### src/rtl/icb_pkg.sv
// Shared ICB definitions for the splitter: field widths, the error-target response
// constants and the helper that sizes the port-id field.
package icb_pkg;

    localparam int unsigned ICB_SIZE_W = 2;

    // Fixed response presented by the built-in error target.
    localparam logic ERR_RSP_ERR = 1'b1;
    localparam logic ERR_RSP_EXCL_OK = 1'b0;
    localparam logic [1023:0] ERR_RDATA = '0;

    // Port-id width able to encode every target plus the error target.
    function automatic int unsigned splt_ptr_w(input int unsigned n);
        return $clog2(n + 1);
    endfunction

endpackage

### src/rtl/icb_splt_addr_dec.sv
// Base/mask address decoder for the ICB splitter.
// The lowest-index matching region wins; a miss selects the error target.
module icb_splt_addr_dec #(
    parameter int unsigned AW = 32,
    parameter int unsigned SPLT_NUM = 2,
    parameter int unsigned SPLT_PTR_W = 2,
    parameter logic [SPLT_NUM*AW-1:0] REGION_BASE = '0,
    parameter logic [SPLT_NUM*AW-1:0] REGION_MASK = '0
) (
    input  logic [AW-1:0]         addr,
    output logic [SPLT_PTR_W-1:0] dec_id
);

    always_comb begin
        dec_id = SPLT_PTR_W'(SPLT_NUM);
        // Walk downwards so the lowest matching index is the final assignment.
        for (int k = SPLT_NUM - 1; k >= 0; k--) begin
            if ((addr & REGION_MASK[k*AW +: AW]) ==
                (REGION_BASE[k*AW +: AW] & REGION_MASK[k*AW +: AW])) begin
                dec_id = SPLT_PTR_W'(k);
            end
        end
    end

endmodule

### src/rtl/icb_splt_e203.sv
// 1-to-N ICB splitter: routes commands by address, returns responses in order, and
// answers unmapped addresses from a built-in error target.
module icb_splt_e203
    import icb_pkg::*;
#(
    parameter int unsigned AW = 32,
    parameter int unsigned DW = 32,
    parameter int unsigned USR_W = 1,
    parameter int unsigned SPLT_NUM = 2,
    parameter int unsigned SPLT_PTR_W = 2,
    parameter int unsigned OUTS_NUM = 1,
    parameter int unsigned OUTS_CNT_W = 3,
    parameter logic [SPLT_NUM*AW-1:0] REGION_BASE = '0,
    parameter logic [SPLT_NUM*AW-1:0] REGION_MASK = '0,
    parameter bit ALLOW_0CYCL_RSP = 1'b1
) (
    input  logic                             clk,
    input  logic                             rst,

    input  logic                             i_icb_cmd_valid,
    output logic                             i_icb_cmd_ready,
    input  logic                             i_icb_cmd_read,
    input  logic [AW-1:0]                    i_icb_cmd_addr,
    input  logic [DW-1:0]                    i_icb_cmd_wdata,
    input  logic [DW/8-1:0]                  i_icb_cmd_wmask,
    input  logic [ICB_SIZE_W-1:0]            i_icb_cmd_size,
    input  logic                             i_icb_cmd_lock,
    input  logic                             i_icb_cmd_excl,
    input  logic [USR_W-1:0]                 i_icb_cmd_usr,

    output logic                             i_icb_rsp_valid,
    input  logic                             i_icb_rsp_ready,
    output logic                             i_icb_rsp_err,
    output logic                             i_icb_rsp_excl_ok,
    output logic [DW-1:0]                    i_icb_rsp_rdata,
    output logic [USR_W-1:0]                 i_icb_rsp_usr,

    output logic [SPLT_NUM-1:0]              o_bus_icb_cmd_valid,
    input  logic [SPLT_NUM-1:0]              o_bus_icb_cmd_ready,
    output logic [SPLT_NUM-1:0]              o_bus_icb_cmd_read,
    output logic [SPLT_NUM*AW-1:0]           o_bus_icb_cmd_addr,
    output logic [SPLT_NUM*DW-1:0]           o_bus_icb_cmd_wdata,
    output logic [SPLT_NUM*DW/8-1:0]         o_bus_icb_cmd_wmask,
    output logic [SPLT_NUM*ICB_SIZE_W-1:0]   o_bus_icb_cmd_size,
    output logic [SPLT_NUM-1:0]              o_bus_icb_cmd_lock,
    output logic [SPLT_NUM-1:0]              o_bus_icb_cmd_excl,
    output logic [SPLT_NUM*USR_W-1:0]        o_bus_icb_cmd_usr,

    input  logic [SPLT_NUM-1:0]              o_bus_icb_rsp_valid,
    output logic [SPLT_NUM-1:0]              o_bus_icb_rsp_ready,
    input  logic [SPLT_NUM-1:0]              o_bus_icb_rsp_err,
    input  logic [SPLT_NUM-1:0]              o_bus_icb_rsp_excl_ok,
    input  logic [SPLT_NUM*DW-1:0]           o_bus_icb_rsp_rdata,
    input  logic [SPLT_NUM*USR_W-1:0]        o_bus_icb_rsp_usr
);

    localparam logic [SPLT_PTR_W-1:0] ERR_ID = SPLT_PTR_W'(SPLT_NUM);
    localparam logic [OUTS_CNT_W-1:0] OUTS_MAX = OUTS_CNT_W'(OUTS_NUM);

    logic [SPLT_PTR_W-1:0] dec_id;
    logic [SPLT_PTR_W-1:0] cur_id;
    logic [SPLT_PTR_W-1:0] rsp_id;
    logic [OUTS_CNT_W-1:0] outs_cnt;
    logic                  err_pend;
    logic [USR_W-1:0]      err_usr;
    logic                  cnt_zero;
    logic                  stall;
    logic                  tgt_ready;
    logic                  cmd_hs;
    logic                  rsp_open;
    logic                  rsp_hs;

    icb_splt_addr_dec #(
        .AW          (AW),
        .SPLT_NUM    (SPLT_NUM),
        .SPLT_PTR_W  (SPLT_PTR_W),
        .REGION_BASE (REGION_BASE),
        .REGION_MASK (REGION_MASK)
    ) u_addr_dec (
        .addr   (i_icb_cmd_addr),
        .dec_id (dec_id)
    );

    assign cnt_zero = (outs_cnt == '0);
    // Switching targets only once everything is drained keeps responses in order.
    assign stall = (outs_cnt == OUTS_MAX) | (~cnt_zero & (dec_id != cur_id));

    always_comb begin
        tgt_ready = ~err_pend;
        o_bus_icb_cmd_valid = '0;
        for (int k = 0; k < SPLT_NUM; k++) begin
            if (dec_id == SPLT_PTR_W'(k)) begin
                tgt_ready = o_bus_icb_cmd_ready[k];
                o_bus_icb_cmd_valid[k] = i_icb_cmd_valid & ~stall;
            end
        end
    end

    assign i_icb_cmd_ready = tgt_ready & ~stall;
    assign cmd_hs = i_icb_cmd_valid & i_icb_cmd_ready;

    assign o_bus_icb_cmd_read  = {SPLT_NUM{i_icb_cmd_read}};
    assign o_bus_icb_cmd_addr  = {SPLT_NUM{i_icb_cmd_addr}};
    assign o_bus_icb_cmd_wdata = {SPLT_NUM{i_icb_cmd_wdata}};
    assign o_bus_icb_cmd_wmask = {SPLT_NUM{i_icb_cmd_wmask}};
    assign o_bus_icb_cmd_size  = {SPLT_NUM{i_icb_cmd_size}};
    assign o_bus_icb_cmd_lock  = {SPLT_NUM{i_icb_cmd_lock}};
    assign o_bus_icb_cmd_excl  = {SPLT_NUM{i_icb_cmd_excl}};
    assign o_bus_icb_cmd_usr   = {SPLT_NUM{i_icb_cmd_usr}};

    // With nothing outstanding, the only legal responder is the one being commanded now.
    assign rsp_open = ~cnt_zero | (ALLOW_0CYCL_RSP & cmd_hs);
    assign rsp_id = cnt_zero ? dec_id : cur_id;

    always_comb begin
        i_icb_rsp_valid = 1'b0;
        i_icb_rsp_err = 1'b0;
        i_icb_rsp_excl_ok = 1'b0;
        i_icb_rsp_rdata = '0;
        i_icb_rsp_usr = '0;
        o_bus_icb_rsp_ready = '0;
        if (rsp_open) begin
            if (rsp_id == ERR_ID) begin
                i_icb_rsp_valid = err_pend;
                i_icb_rsp_err = ERR_RSP_ERR;
                i_icb_rsp_excl_ok = ERR_RSP_EXCL_OK;
                i_icb_rsp_rdata = ERR_RDATA[DW-1:0];
                i_icb_rsp_usr = err_usr;
            end
            for (int k = 0; k < SPLT_NUM; k++) begin
                if (rsp_id == SPLT_PTR_W'(k)) begin
                    i_icb_rsp_valid = o_bus_icb_rsp_valid[k];
                    i_icb_rsp_err = o_bus_icb_rsp_err[k];
                    i_icb_rsp_excl_ok = o_bus_icb_rsp_excl_ok[k];
                    i_icb_rsp_rdata = o_bus_icb_rsp_rdata[k*DW +: DW];
                    i_icb_rsp_usr = o_bus_icb_rsp_usr[k*USR_W +: USR_W];
                    o_bus_icb_rsp_ready[k] = i_icb_rsp_ready;
                end
            end
        end
    end

    assign rsp_hs = i_icb_rsp_valid & i_icb_rsp_ready;

    always_ff @(posedge clk or posedge rst) begin
        if (rst) begin
            outs_cnt <= '0;
            cur_id <= '0;
            err_pend <= 1'b0;
            err_usr <= '0;
        end else begin
            if (cmd_hs) begin
                cur_id <= dec_id;
            end
            // The error target is never ready while pending, so set and clear never coincide.
            if (cmd_hs && (dec_id == ERR_ID)) begin
                err_pend <= 1'b1;
                err_usr <= i_icb_cmd_usr;
            end else if (rsp_hs && (rsp_id == ERR_ID)) begin
                err_pend <= 1'b0;
            end
            if (cmd_hs && !rsp_hs) begin
                outs_cnt <= outs_cnt + OUTS_CNT_W'(1);
            end else if (!cmd_hs && rsp_hs) begin
                outs_cnt <= outs_cnt - OUTS_CNT_W'(1);
            end
        end
    end

endmodule
### config.mk
export PLATFORM = sky130hd
export DESIGN_NAME = icb_splt_e203
export DESIGN_NICKNAME = d
export VERILOG_FILES = /design/src/rtl/icb_pkg.sv /design/src/rtl/icb_splt_addr_dec.sv /design/src/rtl/icb_splt_e203.sv
export SDC_FILE = /design/constraint.sdc
export NUM_CORES = 1
export LEC_CHECK = 0
export CELL_PAD_IN_SITES_DETAIL_PLACEMENT = 1
export CELL_PAD_IN_SITES_GLOBAL_PLACEMENT = 1
export CORE_MARGIN = 2
export CORE_UTILIZATION = 10
export DETAILED_ROUTE_END_ITERATION = 6
export GPL_TIMING_DRIVEN = 0
export PLACE_DENSITY = 0.75
export SYNTH_ARGS = -nofsm -noshare
export SYNTH_HDL_FRONTEND = slang
export SYNTH_SLANG_ARGS = --single-unit
### constraint.sdc
create_clock -name clk -period 2.4 [get_ports clk]
set_clock_uncertainty 0.1 [all_clocks]
set_input_delay 0.72 -clock clk [delete_from_list [all_inputs] [get_ports clk]]
set_output_delay 0.72 -clock clk [all_outputs]
set_load 0.02 [all_outputs]
==> out/results.tsv, run 1 <==
metric	value	unit
worst-case clock buffer depth	2	
status	finished with violations	
final worst slack	-130	ps
final core occ	27.0	%
port bufs	227	
Die H	134	um
YS warnings	0	
Post-Synthesis Cells	218	
Largest register FFs	3	
met3 wire len	734	um
WL met2	4.78	mm
first-pass GRT wire length	11.8	mm
DR pass1 iterations	4	
Core ar.	16500	um^2
Final #Nets	619	
total gr overflow	0	
violations in the final reports	setup timing	
Synth area leaders	buf_4 (67%), and2_1 (9.3%), and2_4 (7.3%), dfrtp_1 (4.4%), ha_1 (3.7%)	
die area	17900	um^2
Yosys top cell by area	buf_4	
initial antenna violation count	0	
gp weighted congestion	0.741	
Top Registers	outs_cnt: 3 flops	
flops & latches, synth	3	
LEAKAGE	0.00207	uW
Rows	47	
DP Wirelength	7.38	mm
maximum vdd drop	0.000355	V
post-synthesis sequential area ratio	4.45	%
crit path time final	2530	ps
Residual DRC	0	
Required @ worst endpoint	1580	ps
GRT Overall Usage	8.24	%
RSZ-0062 raised after global routing	yes	
vias in the first global route	2211	
H-tree depth	1	
crit path kind	register to output port	
WL/cell	12.1	um
CTS tree	built	
max layer used	met4	
Via Count	2084	
Post-CTS Hold Fix Bufs	0	
post-route ant nets	0	
Startpoint Class	register	
clock-pin slew on the worst setup and hold paths	30	ps
synth-to-layout area growth	164	%
wire length on met1	2.68	mm
critical path peak fanout	5	
WL final	8.23	mm
count of cell types in the netlist	21	
ANT cells	0	
Root Buffer	clkbuf_16	
final max-slew violation count	0	
# fillers	1981	
total CTS buffers	3	
footprint of the multi-input gates	487	um^2
DR vias/cell	3.06	
sequential standard cell area	75.1	um^2
layout cell share with drive strength beyond 1	51.2	%
FMAX	0.395	GHz
Arrival @ worst endpoint	1710	ps
Final setup viols	21	
Ports	341	
worst-skew pair later-pin latency	230	ps
Tot Pwr	2340	uW
commonest non-fill, non-tap cell in the layout	clkdlybuf4s50_1	
area share of the largest cell type after synthesis	66.7	%
endpoints failing hold	0	
clk sinks	3	
initial DRC count	11	
Most flops, register	outs_cnt	
largest net degree at the start of global routing	6	
mapped cell area	1690	um^2
most frequent cells in the layout	clkdlybuf4s50_1 (186), buf_4 (157), buf_6 (26), and2_4 (22), and2_1 (17)	
worst min-delay path class	register to register	
crit path capture type	output port	
fin crit share	105	%
Power per Cell Area	524	nW/um^2
Max Cap Viol	0	
Chip Width	134	um
syn avg cell area	7.74	um^2
Initial Util	10.2	%
==> routing by layer <==
metal  vias up  GRT usage (%)
met5         -              0
met4         0           1.24
met3         3           2.04
met2       127           17.4
met1       964           8.07
li1        990              -
==> cells by family (layout without fill, tap and decap cells) <==
group           count (synthesis)  after routing  synth area share, %
flops                           3              3                 4.45
simple gates                   46             46                 18.8
mux                             1              1                0.593
xor+xnor                        3              3                 1.56
buf+inv                       157            399                 69.9
other cells                     1              2                0.222
fa+ha+maj                       5              5                 3.71
compound gates                  2              2                0.815
==> final timing paths <==
path                             startpoint                 end  slack [ps]  cells past startpoint
max in group asynchronous               rst         outs_cnt[2]        1490                      2
min in group asynchronous               rst         outs_cnt[0]         570                      2
worst min-delay path            outs_cnt[2]         outs_cnt[2]         450                      1
worst min register to register  outs_cnt[2]         outs_cnt[2]         450                      1
worst max register to register  outs_cnt[0]         outs_cnt[2]         450                     10
worst max-delay path            outs_cnt[0]  i_icb_rsp_rdata[2]        -130                      9
==> cell type report <==
cell class / count / share of cell area, %
Timing Repair Buffer: 238 / 52.8
Buffer: 154 / 26.5
Multi-Input combinational cell: 59 / 10.9
Tap cell: 220 / 6.17
Clock buffer: 4 / 1.77
Sequential cell: 3 / 1.68
Inverter: 3 / 0.252
==> where the power goes <==
group / internal (uW) / total [uW] / leakage (uW) / switching, uW
logic: 1110 / 1970 / 0.00200 / 860
clock network: 220 / 269 / 0.0000382 / 49.5
registers: 78.2 / 105 / 0.0000357 / 27.2
total: 1400 / 2340 / 0.00207 / 936
==> worst max-delay path, cell delays in order (launching register included) <==
cell	delay, ps
dfrtp_1	400
inv_2	90
ha_4	120
nor2b_4	140
o21ai_4	80
buf_6	140
buf_12	130
buf_8	120
and2_4	140
buf_6	120
==> through the flow <==
stage               hold WS [ps]  cells  instance area, um^2  setup slack, ps  setup TNS [ps]
floorplan                    373    219                 1690              206               0
global placement             397    666                 4240             -975          -33900
detailed placement           404    666                 4240             -994          -35300
CTS                          469    681                 4490             -159           -3380
global route                 497    681                 4460             -206           -4080
finish                       447    681                 4460             -130           -2030
==> synth_stat cells (all sizes together) <==
cell and count:
dfrtp 3, nand2 2, clkbuf 1, and3 1
and2 39, xor2 2, nand2b 1, ha 5
inv 3, buf 153, mux2i 1, nor2b 1
nand3 1, xnor2 1, nor2 1, conb 1
o21ai 2
==> repair_timing <==
| item | CTS | global route |
|---|---|---|
| gates cloned | 4 | 0 |
| pin swaps | 23 | 0 |
| endpoints found under the hold margin | 0 | 0 |
| setup buffers | 7 | 1 |
| gates resized for setup | 222 | 3 |
| setup endpoints to repair | 40 | 35 |
Note: power is estimated with default switching activity, not from simulation.
==> run 2, diff against run 1 <==
--- a/config.mk
+++ b/config.mk
@@ -12,6 +12,7 @@
 export DETAILED_ROUTE_END_ITERATION = 6
 export GPL_TIMING_DRIVEN = 0
 export PLACE_DENSITY = 0.75
+export SKIP_LAST_GASP = 1
 export SYNTH_ARGS = -nofsm -noshare
 export SYNTH_HDL_FRONTEND = slang
 export SYNTH_SLANG_ARGS = --single-unit
==> results of run 2 <==
The final DEF is identical to that of run 1; final timing and power are the same.
